===== config.mk =====
export PLATFORM = sky130hd
export DESIGN_NAME = bht_update_ctrl
export DESIGN_NICKNAME = d
export VERILOG_FILES = /design/src/rtl/bht_pkg.sv /design/src/rtl/bht_res_fifo.sv /design/src/rtl/bht_update_ctrl.sv
export SDC_FILE = /design/constraint.sdc
export NUM_CORES = 1
export LEC_CHECK = 0
export CAP_MARGIN = 20
export CORE_MARGIN = 4
export CORE_UTILIZATION = 30
export DETAILED_ROUTE_END_ITERATION = 8
export PLACE_DENSITY = 0.64
export SLEW_MARGIN = 20
export SYNTH_ARGS = -nofsm -noshare
export SYNTH_HDL_FRONTEND = slang
export SYNTH_SLANG_ARGS = --single-unit

===== constraint.sdc =====
create_clock -name clk -period 3.2 [get_ports clk]
set_input_delay 0.8 -clock clk [delete_from_list [all_inputs] [get_ports clk]]
set_output_delay 0.8 -clock clk [all_outputs]
set_load 0.02 [all_outputs]

===== src/rtl/bht_pkg.sv =====
// Shared definitions for the BHT update controller.
//   state_t   : controller FSM encoding
//   wr_kind_t : BHT write-kind codes carried on wr_kind
//   CNT_*     : 2-bit saturating counter constants
//   cnt_next  : saturating counter step (no wrap at 0 or 3)
package bht_pkg;

  typedef enum logic [2:0] {
    S_IDLE   = 3'd0,
    S_ALLOC  = 3'd1,
    S_UPD_RD = 3'd2,
    S_UPD_WR = 3'd3,
    S_FLUSH  = 3'd4
  } state_t;

  typedef enum logic [1:0] {
    WK_ALLOC = 2'b00,
    WK_CNT   = 2'b01,
    WK_INV   = 2'b10
  } wr_kind_t;

  localparam logic [1:0] CNT_MIN  = 2'b00;
  localparam logic [1:0] CNT_INIT = 2'b01;  // weakly not-taken
  localparam logic [1:0] CNT_MAX  = 2'b11;

  function automatic logic [1:0] cnt_next(input logic [1:0] c, input logic taken);
    if (taken) return (c == CNT_MAX) ? CNT_MAX : c + 2'd1;
    else       return (c == CNT_MIN) ? CNT_MIN : c - 2'd1;
  endfunction

endpackage


===== src/rtl/bht_res_fifo.sv =====
// Resolution queue: synchronous FIFO of D entries, W bits wide.
//   clr           : discard all entries (wins over push/pop)
//   push/din      : write when asserted (caller guarantees !full)
//   pop/dout      : dout is the head entry; pop advances it
//   full/empty    : occupancy flags
//   count         : occupancy, $clog2(D)+1 bits
module bht_res_fifo #(
  parameter int D = 4,
  parameter int W = 4
) (
  input  logic               clk,
  input  logic               rst_n,
  input  logic               clr,
  input  logic               push,
  input  logic [W-1:0]       din,
  input  logic               pop,
  output logic [W-1:0]       dout,
  output logic               full,
  output logic               empty,
  output logic [$clog2(D):0] count
);
  localparam int PW = (D > 1) ? $clog2(D) : 1;
  localparam int CW = $clog2(D) + 1;

  logic [W-1:0]  mem [D];
  logic [PW-1:0] wptr, rptr;

  // Explicit wrap so non-power-of-two depths still work.
  function automatic logic [PW-1:0] inc(input logic [PW-1:0] p);
    return (p == PW'(D - 1)) ? '0 : p + 1'b1;
  endfunction

  assign dout  = mem[rptr];
  assign full  = (count == CW'(D));
  assign empty = (count == '0);

  always_ff @(posedge clk or negedge rst_n) begin
    if (!rst_n) begin
      wptr  <= '0;
      rptr  <= '0;
      count <= '0;
    end else if (clr) begin
      wptr  <= '0;
      rptr  <= '0;
      count <= '0;
    end else begin
      if (push) wptr <= inc(wptr);
      if (pop)  rptr <= inc(rptr);
      // simultaneous push+pop leaves occupancy unchanged
      if (push && !pop)      count <= count + 1'b1;
      else if (pop && !push) count <= count - 1'b1;
    end
  end

  always_ff @(posedge clk) begin
    if (push && !clr) mem[wptr] <= din;
  end

endmodule


===== src/rtl/bht_update_ctrl.sv =====
// BHT update controller: sequences allocation writes, queued counter
// updates (read-modify-write) and whole-table invalidation.
//   alloc_*   : allocation handshake from fetch (idx, pc tag, target)
//   res_*     : branch-resolution handshake (idx, taken), queued
//   flush_req : one-cycle pulse, invalidate all DEPTH entries
//   rd_en/rd_idx, rd_cnt : counter read; rd_cnt valid cycle after rd_en
//   wr_*      : BHT write port (kind 00 alloc, 01 counter, 10 invalidate)
//   busy      : FSM not idle or resolutions pending
module bht_update_ctrl
  import bht_pkg::*;
#(
  parameter int DEPTH  = 8,
  parameter int IDXW   = 3,
  parameter int QDEPTH = 4
) (
  input  logic            clk,
  input  logic            rst_n,
  input  logic            alloc_valid,
  output logic            alloc_ready,
  input  logic [IDXW-1:0] alloc_idx,
  input  logic [31:0]     alloc_pc,
  input  logic [31:0]     alloc_tgt,
  input  logic            res_valid,
  output logic            res_ready,
  input  logic [IDXW-1:0] res_idx,
  input  logic            res_taken,
  input  logic            flush_req,
  output logic            rd_en,
  output logic [IDXW-1:0] rd_idx,
  input  logic [1:0]      rd_cnt,
  output logic            wr_en,
  output logic [IDXW-1:0] wr_idx,
  output logic [1:0]      wr_kind,
  output logic [31:0]     wr_pc,
  output logic [31:0]     wr_tgt,
  output logic [1:0]      wr_cnt,
  output logic            busy
);
  state_t state, nxt;

  logic [IDXW-1:0]        a_idx, u_idx, f_idx;
  logic [31:0]            a_pc, a_tgt;
  logic                   u_taken, flush_pend;
  logic                   q_push, q_pop, q_clr, q_full, q_empty;
  logic [IDXW:0]          q_head;
  logic [$clog2(QDEPTH):0] q_count;

  assign alloc_ready = (state == S_IDLE) && !flush_req && !q_full;
  assign res_ready   = !q_full && (state != S_FLUSH);
  assign q_push      = res_valid && res_ready;
  assign busy        = (state != S_IDLE) || (q_count != '0);
  // Queue is discarded on the transition into FLUSH.
  assign q_clr       = (nxt == S_FLUSH) && (state != S_FLUSH);

  bht_res_fifo #(.D(QDEPTH), .W(IDXW + 1)) u_fifo (
    .clk   (clk),
    .rst_n (rst_n),
    .clr   (q_clr),
    .push  (q_push),
    .din   ({res_idx, res_taken}),
    .pop   (q_pop),
    .dout  (q_head),
    .full  (q_full),
    .empty (q_empty),
    .count (q_count)
  );

  always_comb begin
    nxt     = state;
    q_pop   = 1'b0;
    rd_en   = 1'b0;
    rd_idx  = '0;
    wr_en   = 1'b0;
    wr_idx  = '0;
    wr_kind = WK_ALLOC;
    wr_pc   = '0;
    wr_tgt  = '0;
    wr_cnt  = '0;
    case (state)
      S_IDLE: begin
        if (flush_req) nxt = S_FLUSH;
        else if (q_full) begin
          q_pop = 1'b1;
          nxt   = S_UPD_RD;
        end else if (alloc_valid) nxt = S_ALLOC;  // alloc_ready is high here
        else if (!q_empty) begin
          q_pop = 1'b1;
          nxt   = S_UPD_RD;
        end
      end
      S_ALLOC: begin
        wr_en   = 1'b1;
        wr_idx  = a_idx;
        wr_kind = WK_ALLOC;
        wr_pc   = a_pc;
        wr_tgt  = a_tgt;
        wr_cnt  = CNT_INIT;
        nxt     = flush_req ? S_FLUSH : S_IDLE;
      end
      S_UPD_RD: begin
        rd_en  = 1'b1;
        rd_idx = u_idx;
        nxt    = S_UPD_WR;
      end
      S_UPD_WR: begin
        wr_en   = 1'b1;
        wr_idx  = u_idx;
        wr_kind = WK_CNT;
        wr_cnt  = cnt_next(rd_cnt, u_taken);
        // a flush seen during the read is deferred until this write lands
        nxt     = (flush_req || flush_pend) ? S_FLUSH : S_IDLE;
      end
      S_FLUSH: begin
        wr_en   = 1'b1;
        wr_idx  = f_idx;
        wr_kind = WK_INV;
        if (f_idx == IDXW'(DEPTH - 1)) nxt = S_IDLE;
      end
      default: nxt = S_IDLE;
    endcase
  end

  always_ff @(posedge clk or negedge rst_n) begin
    if (!rst_n) begin
      state      <= S_IDLE;
      a_idx      <= '0;
      a_pc       <= '0;
      a_tgt      <= '0;
      u_idx      <= '0;
      u_taken    <= 1'b0;
      f_idx      <= '0;
      flush_pend <= 1'b0;
    end else begin
      state <= nxt;
      if (alloc_valid && alloc_ready) begin
        a_idx <= alloc_idx;
        a_pc  <= alloc_pc;
        a_tgt <= alloc_tgt;
      end
      if (q_pop) {u_idx, u_taken} <= q_head;
      // UPD_RD lasts one cycle, so the pending flag only needs to live into UPD_WR
      flush_pend <= (state == S_UPD_RD) && flush_req;
      f_idx      <= (state == S_FLUSH) ? f_idx + 1'b1 : '0;
    end
  end

endmodule


# [Yosys cells after proc, flatten, opt, wreduce, memory -nomap -nowiden]
# Memory sizes are Yosys's and may differ from the RTL's. A register that Yosys moved wholly into a read port is not among the register bits.
# Cells that the tools add are included.
[word_totals] word_cells=91 ram_bits=16 ff_bits=81 mem_count=1 output_inout_bits=79
[memory_table] name="u_fifo.mem" words=4 width=4 read_ports=1 rd_clocked_by_memory_dff=1 wr=1 line_no="bht_res_fifo.sv:25" source="logic [W-1:0] mem [D];"
[classes] eq_ne=11 reduce_logical=27 addsub=7 n_mux=36
[op_table] cell="$mux 32" n=2
[op_table] cell="$mux 3" n=12
[op_table] cell="$mux 2" n=9
[op_table] cell="$pmux 3 s5" n=1
[op_table] cell="$eq 3x3->1 const B" n=4
[op_table] cell="$logic_and 1x1->1" n=10
[op_table] cell="$mux 1" n=9
[op_table] cell="$pmux 3 s3" n=1
[op_table] cell="$reduce_bool 3->1" n=3
[op_table] cell="$pmux 2 s2" n=2
[op_table] cell="$add 2x1->2 const B" n=3
[op_table] cell="$add 3x1->3 const B" n=2
[op_table] cell="$eq 2x2->1 const B" n=3
[op_table] cell="$eq 3x2->1 const B" n=2
[op_table] cell="$logic_not 1->1" n=6
[op_table] cell="$logic_not 3->1" n=2
[op_table] cell="$reduce_bool 2->1" n=2
[op_table] cell="$eq 3x1->1 const B" n=1
[op_table] cell="$ne 3x3->1 const B" n=1
[op_table] cell="$reduce_or 3->1" n=1
[op_table] cell="$sub 3x1->3 const B" n=1
[op_table] cell="$logic_not 2->1" n=1
[op_table] cell="$logic_or 1x1->1" n=2
[op_table] cell="$sub 2x1->2 const B" n=1

# [Depth between registers and ports, before layout]
[logic_depth] word_depth=12 mapped_depth=9 depth_no_buf=8

# [Modules after synthesis]
# From an unflattened synthesis, not the netlist that was laid out.
[unflattened] cells_unflattened=345 hier_area_um2=4609.4
[modules_own_cells] mod="bht_update_ctrl" cells_per_inst=278 seq_area_each_um2=1951.9 area_each_um2=3567.2 instances=1
[modules_own_cells] mod="bht_res_fifo" cells_per_inst=67 seq_area_each_um2=655.6 area_each_um2=1042.2 instances=1

# [Worst setup path after synthesis]
# No wires, ideal clock.
[synth_timing] path_kind="input-to-reg" from="in flush_req" to="reg u_fifo.count[2]" arrival_ns=2.556 cell_stages=9 path_slack_ns=0.519 required_time_ns=3.075 cell_sequence="or4_4 a21oi_2 buf_4 nor2_1 fa_1 inv_1 a211oi_1 a2bb2oi_2 mux2_2"
[synth_between] elab_chain_len=6 word_cells_on_any_way=15 cone_classes="eq/ne (1); mux (8); reduce/logical (6)"
[synth_rtl] element="start, declared" line_no="bht_update_ctrl.sv:27" source="input logic flush_req,"
[synth_rtl] element="$logic_or 1x1->1 / $mux 1 (equally long branches)" line_no="bht_update_ctrl.sv:111, bht_update_ctrl.sv:81"
[synth_rtl] element="$mux 3 / $mux 1 (equally long branches)" line_no="bht_update_ctrl.sv:111, bht_update_ctrl.sv:79"
[synth_rtl] element="$pmux 3 s5 / $logic_not 1->1 (equally long branches)" line_no="bht_update_ctrl.sv:79, bht_res_fifo.sv:50"
[synth_rtl] element="$eq 3x3->1 / $logic_and 1x1->1 (equally long branches)" line_no="bht_update_ctrl.sv:53, bht_res_fifo.sv:50"
[synth_rtl] element="$logic_and 1x1->1 / $mux 3 (equally long branches)" line_no="bht_update_ctrl.sv:53, bht_res_fifo.sv:50"
[synth_rtl] element="$reduce_bool 3->1 (no line) / $mux 3 (equally long branches)"
[synth_rtl] element="end signal, assigned" line_no="bht_res_fifo.sv:50" source="if (push && !pop) count <= count + 1'b1;"
[synth_rtl] element="end signal, assigned" line_no="bht_res_fifo.sv:51" source="else if (pop && !push) count <= count - 1'b1;"
[synth_rtl] element="end, declared" line_no="bht_res_fifo.sv:20" source="output logic [$clog2(D):0] count"
# Parallel ways exist; a longest one is shown, timed or not.
# A chain may end at the register's enable or synchronous reset.

# [Worst setup path after layout]
[layout_timing] from="in rd_cnt[1]" to="out wr_cnt[0]"
[layout_between] elab_chain_len=4 word_cells_on_any_way=6 cone_classes="eq/ne (1); mux (4); reduce/logical (1)"
[layout_rtl] element="start, declared" line_no="bht_update_ctrl.sv:30" source="input logic [1:0] rd_cnt,"
[layout_rtl] element="$eq 2x2->1 / $logic_not 2->1 (equally long branches)" line_no="bht_pkg.sv:27, bht_pkg.sv:28"
[layout_rtl] element="$mux 2 (on tied branches)" line_no="bht_pkg.sv:27, bht_pkg.sv:28"
[layout_rtl] element="$mux 2 (*)" line_no="bht_pkg.sv:27" source="if (taken) return (c == CNT_MAX) ? CNT_MAX : c + 2'd1;"
[layout_rtl] element="$pmux 2 s2 (*)" line_no="bht_update_ctrl.sv:79" source="case (state)"
[layout_rtl] element="end, declared" line_no="bht_update_ctrl.sv:36" source="output logic [1:0] wr_cnt,"
# Mark *: on every way between the ends. The rest lies on a longest branch, timed or not.

==> flow_summary.yaml <==
finish:
  finish.utilization_pct: 45.0
  drive_above_1_share_pct: 22.7
  fin_nets: 605
  antennaDiodeCount: 0
  fillers: 1427
  seqCellArea_um2: 2610
  multi_input_area_um2: 1970
  area_growth_pct: 45.9
route:
  viasPerCell: 4.41
  ant_nets: 0
  drt_pass1_iterations: 4
  drc: 0
  wirelength_um: 11100
  drt_iter0_drc: 110
  vias: 3238
  routedWlPerCell_um: 15.2
cts:
  clock_sink_count: 101
  worstSkewPairLatency_ns: 0.35
  cts_made_buffers: 9
  cts.path.max_buffers: 2
  cts_root_buffer: "clkbuf_16"
  cts_tree: "built"
  clk_pin_slew_ns: 0.07
  postCtsSetupBuffers: 0
  cts.htree.levels: 3
worst_setup_path:
  r2r-end: "u_fifo.count[2]"
  cp_max_fo: 2
  critPathMaxStageDelay_ns: 0.50
  critPathRequiredTime_ns: 2.40
  rr_startpoint: "state[2]"
  cp-end-kind: "output port"
  r2r_setup_slack_ns: 0.69
  slowest_stage: "clkdlybuf4s50_1"
  r2r_cells: 10
  critical_path_class: "in2out"
  startpoint_type: "input port"
  crit_path_start: "rd_cnt[1]"
  worstPathArrival_ns: 2.32
  crit_chain: "clkdlybuf4s50_1 -> inv_1 -> maj3_1 -> a21oi_1 -> dlygate4sd2_1"
floorplanning:
  num_io_pins: 157
  core_um2: 15300
  die-area_um2: 17700
  fp.dieW_um: 133
  die_height_um: 133
  rows: 45
  start_util_pct: 30.8
global_route:
  grt_max_degree: 86
  grt_pass1_vias: 3402
  antenna_found_initial: 0
  grt.overflow.total: 0
  grt_usage_pct: 12.7
  grt_pass1_wl_um: 17800
flow_run:
  drv_cap: 0
logic_synthesis:
  synth_flop_cell: "dfrtp_1"
  synth_cell_types: 38
  synth_edf_count: 16
  synth.top_cell.area_share_pct: 45.2
  ys_seq_area_share_pct: 55.4
  yosysMostFrequentCell: "dfrtp_1"
  synthArstFlopShare_pct: 84.2
  synthTopCellsByCount: "85 x dfrtp_1, 72 x and2_1, 54 x mux2_2"
  yosysWarnings: 0
  synthesis.instances: 356
  synth_seq_cells: 101
  syn-num-nets: 442
  synthTopCellsByArea: "dfrtp_1 45%, mux2_2 13%, edfxtp_1 10%"
  synthesis.area_um2: 4700
  synth_largest_area_cell: "dfrtp_1"
  syn_avg_cell_area_um2: 13.2
power:
  p_per_area_nw_per_um2: 783
  clock_power_share_pct: 19.5
  seq_power_share_pct: 40.3
  finalPower_uw: 5380
  p_leak_uw: 0.00291
  ir_worst_vdd_uv: 549
  switching_share_pct: 32.5
  p_switching_uw: 1750
  pwr-share-comb_pct: 40.2
  p_int_uw: 3630
sta:
  hold_viol_final: 0
  setup_slack_ns: 0.0837
  fin_crit_sh_pct: 97.4
  slew_viol_final: 0
  fin_crit_ns: 3.12
  grt_setup_unrepaired: "no"
  finClkSkew_ns: 0.00622
  slew_headroom_pct: 68.8
  setup_viol: 0
  fmax_mhz: 321
  worst_slew_pin_slew_ns: 0.468
  tns_ns: 0
worst_hold_path:
  worstHoldPathCells: 1
  hold_class: "reg2reg"
  hold_path_end: "f_idx[0]"
  hold_start: "f_idx[0]"
placed_design:
  numPortBuffers: 156
  pre_cts_ws_ns: -0.179
  gp_congestion: 0.733
  dpl.hpwl_um: 8230
outcome:
  status: "finished, final reports clean"
layer usage:
layer  GRT usage, %  up-vias  routed length, µm
li1               -     1530                  -
met1           15.8     1592               4960
met2           21.0      105               5370
met3           3.81       11                654
met4           4.29        0                157
met5              0        -                  0
stage by stage:
stage	cells	hold slack [ns]	instance area (µm²)
2_1_floorplan	356	0.431	4700
3_3_place_gp	719	0.456	6580
5_1_grt	735	0.501	6860
4_1_cts	735	0.473	6860
3_5_place_dp	719	0.464	6580
6_report	735	0.468	6860
worst max-delay path by stage:
stage	endpoint	slack (ns)	cells after the start
after floorplan	u_fifo.count[2]	0.52	9
after global placement	wr_cnt[0]	-0.21	5
after detailed placement	wr_cnt[0]	-0.18	5
after CTS	wr_pc[27]	0.008	5
after global routing	wr_pc[8]	0.003	5
final	wr_cnt[0]	0.08	5
critical path, delay by kind of cell:
family,cells,cell delay (ns)
compound gates,1,0.24
buf+inv,3,0.93
fa+ha+maj,1,0.35
logic make-up after synthesis:
| family | after synthesis | synth area share [%] |
|---|---|---|
| AOI/OAI and AO/OA | 21 | 3.14 |
| and+or+nand+nor | 116 | 14.2 |
| buffers and inverters | 28 | 2.98 |
| xor gates and xnor gates | 1 | 0.186 |
| muxes | 80 | 21.5 |
| DFF | 101 | 55.4 |
| adders and majority gates | 9 | 2.50 |
power by group through the flow:
stage	clock, µW	combinational [µW]	sequential (µW)
floorplan	0	1480	2070
global placement	0	2150	2160
detailed placement	0	2190	2200
CTS	1100	2200	2170
global route	1160	2350	2240
finish	1050	2160	2170
what timing repair did:
action                                  4_1_cts  5_1_grt
pin swaps                                     0        0
endpoints found under the setup margin        3       67
hold buffers                                  0        0
resized for setup                             3        2
state kept, by name, indices dropped and copies added, names as in the netlist, 2 cells and up:
register,count
u_idx,3
u_fifo.count,3
u_fifo.wptr,2
u_fifo.rptr,2
a_idx,3
a_pc,32
a_tgt,32
u_fifo.mem,16
state,3
f_idx,3
cell type report:
type	count	area share, %
tap	211	3.85
inverter	10	0.547
sequential	101	38.0
clock buffer	9	3.28
clock inverter	7	0.857
multi-input combinational	227	28.7
timing repair buffer	170	24.7
layout by cell type, fill, tap and decap left out, drive strengths merged, types with 4 or more instances in the layout:
cell type        n
o21ai            5
clkdlybuf4s50  152
edfxtp          16
buf             15
clkbuf           9
ha               7
and2            72
a21oi            8
dfrtp           85
nor2            17
inv             13
nor2b            5
mux4             4
mux2            73
nand2            9
Note: power is estimated with default switching activity, not from simulation.
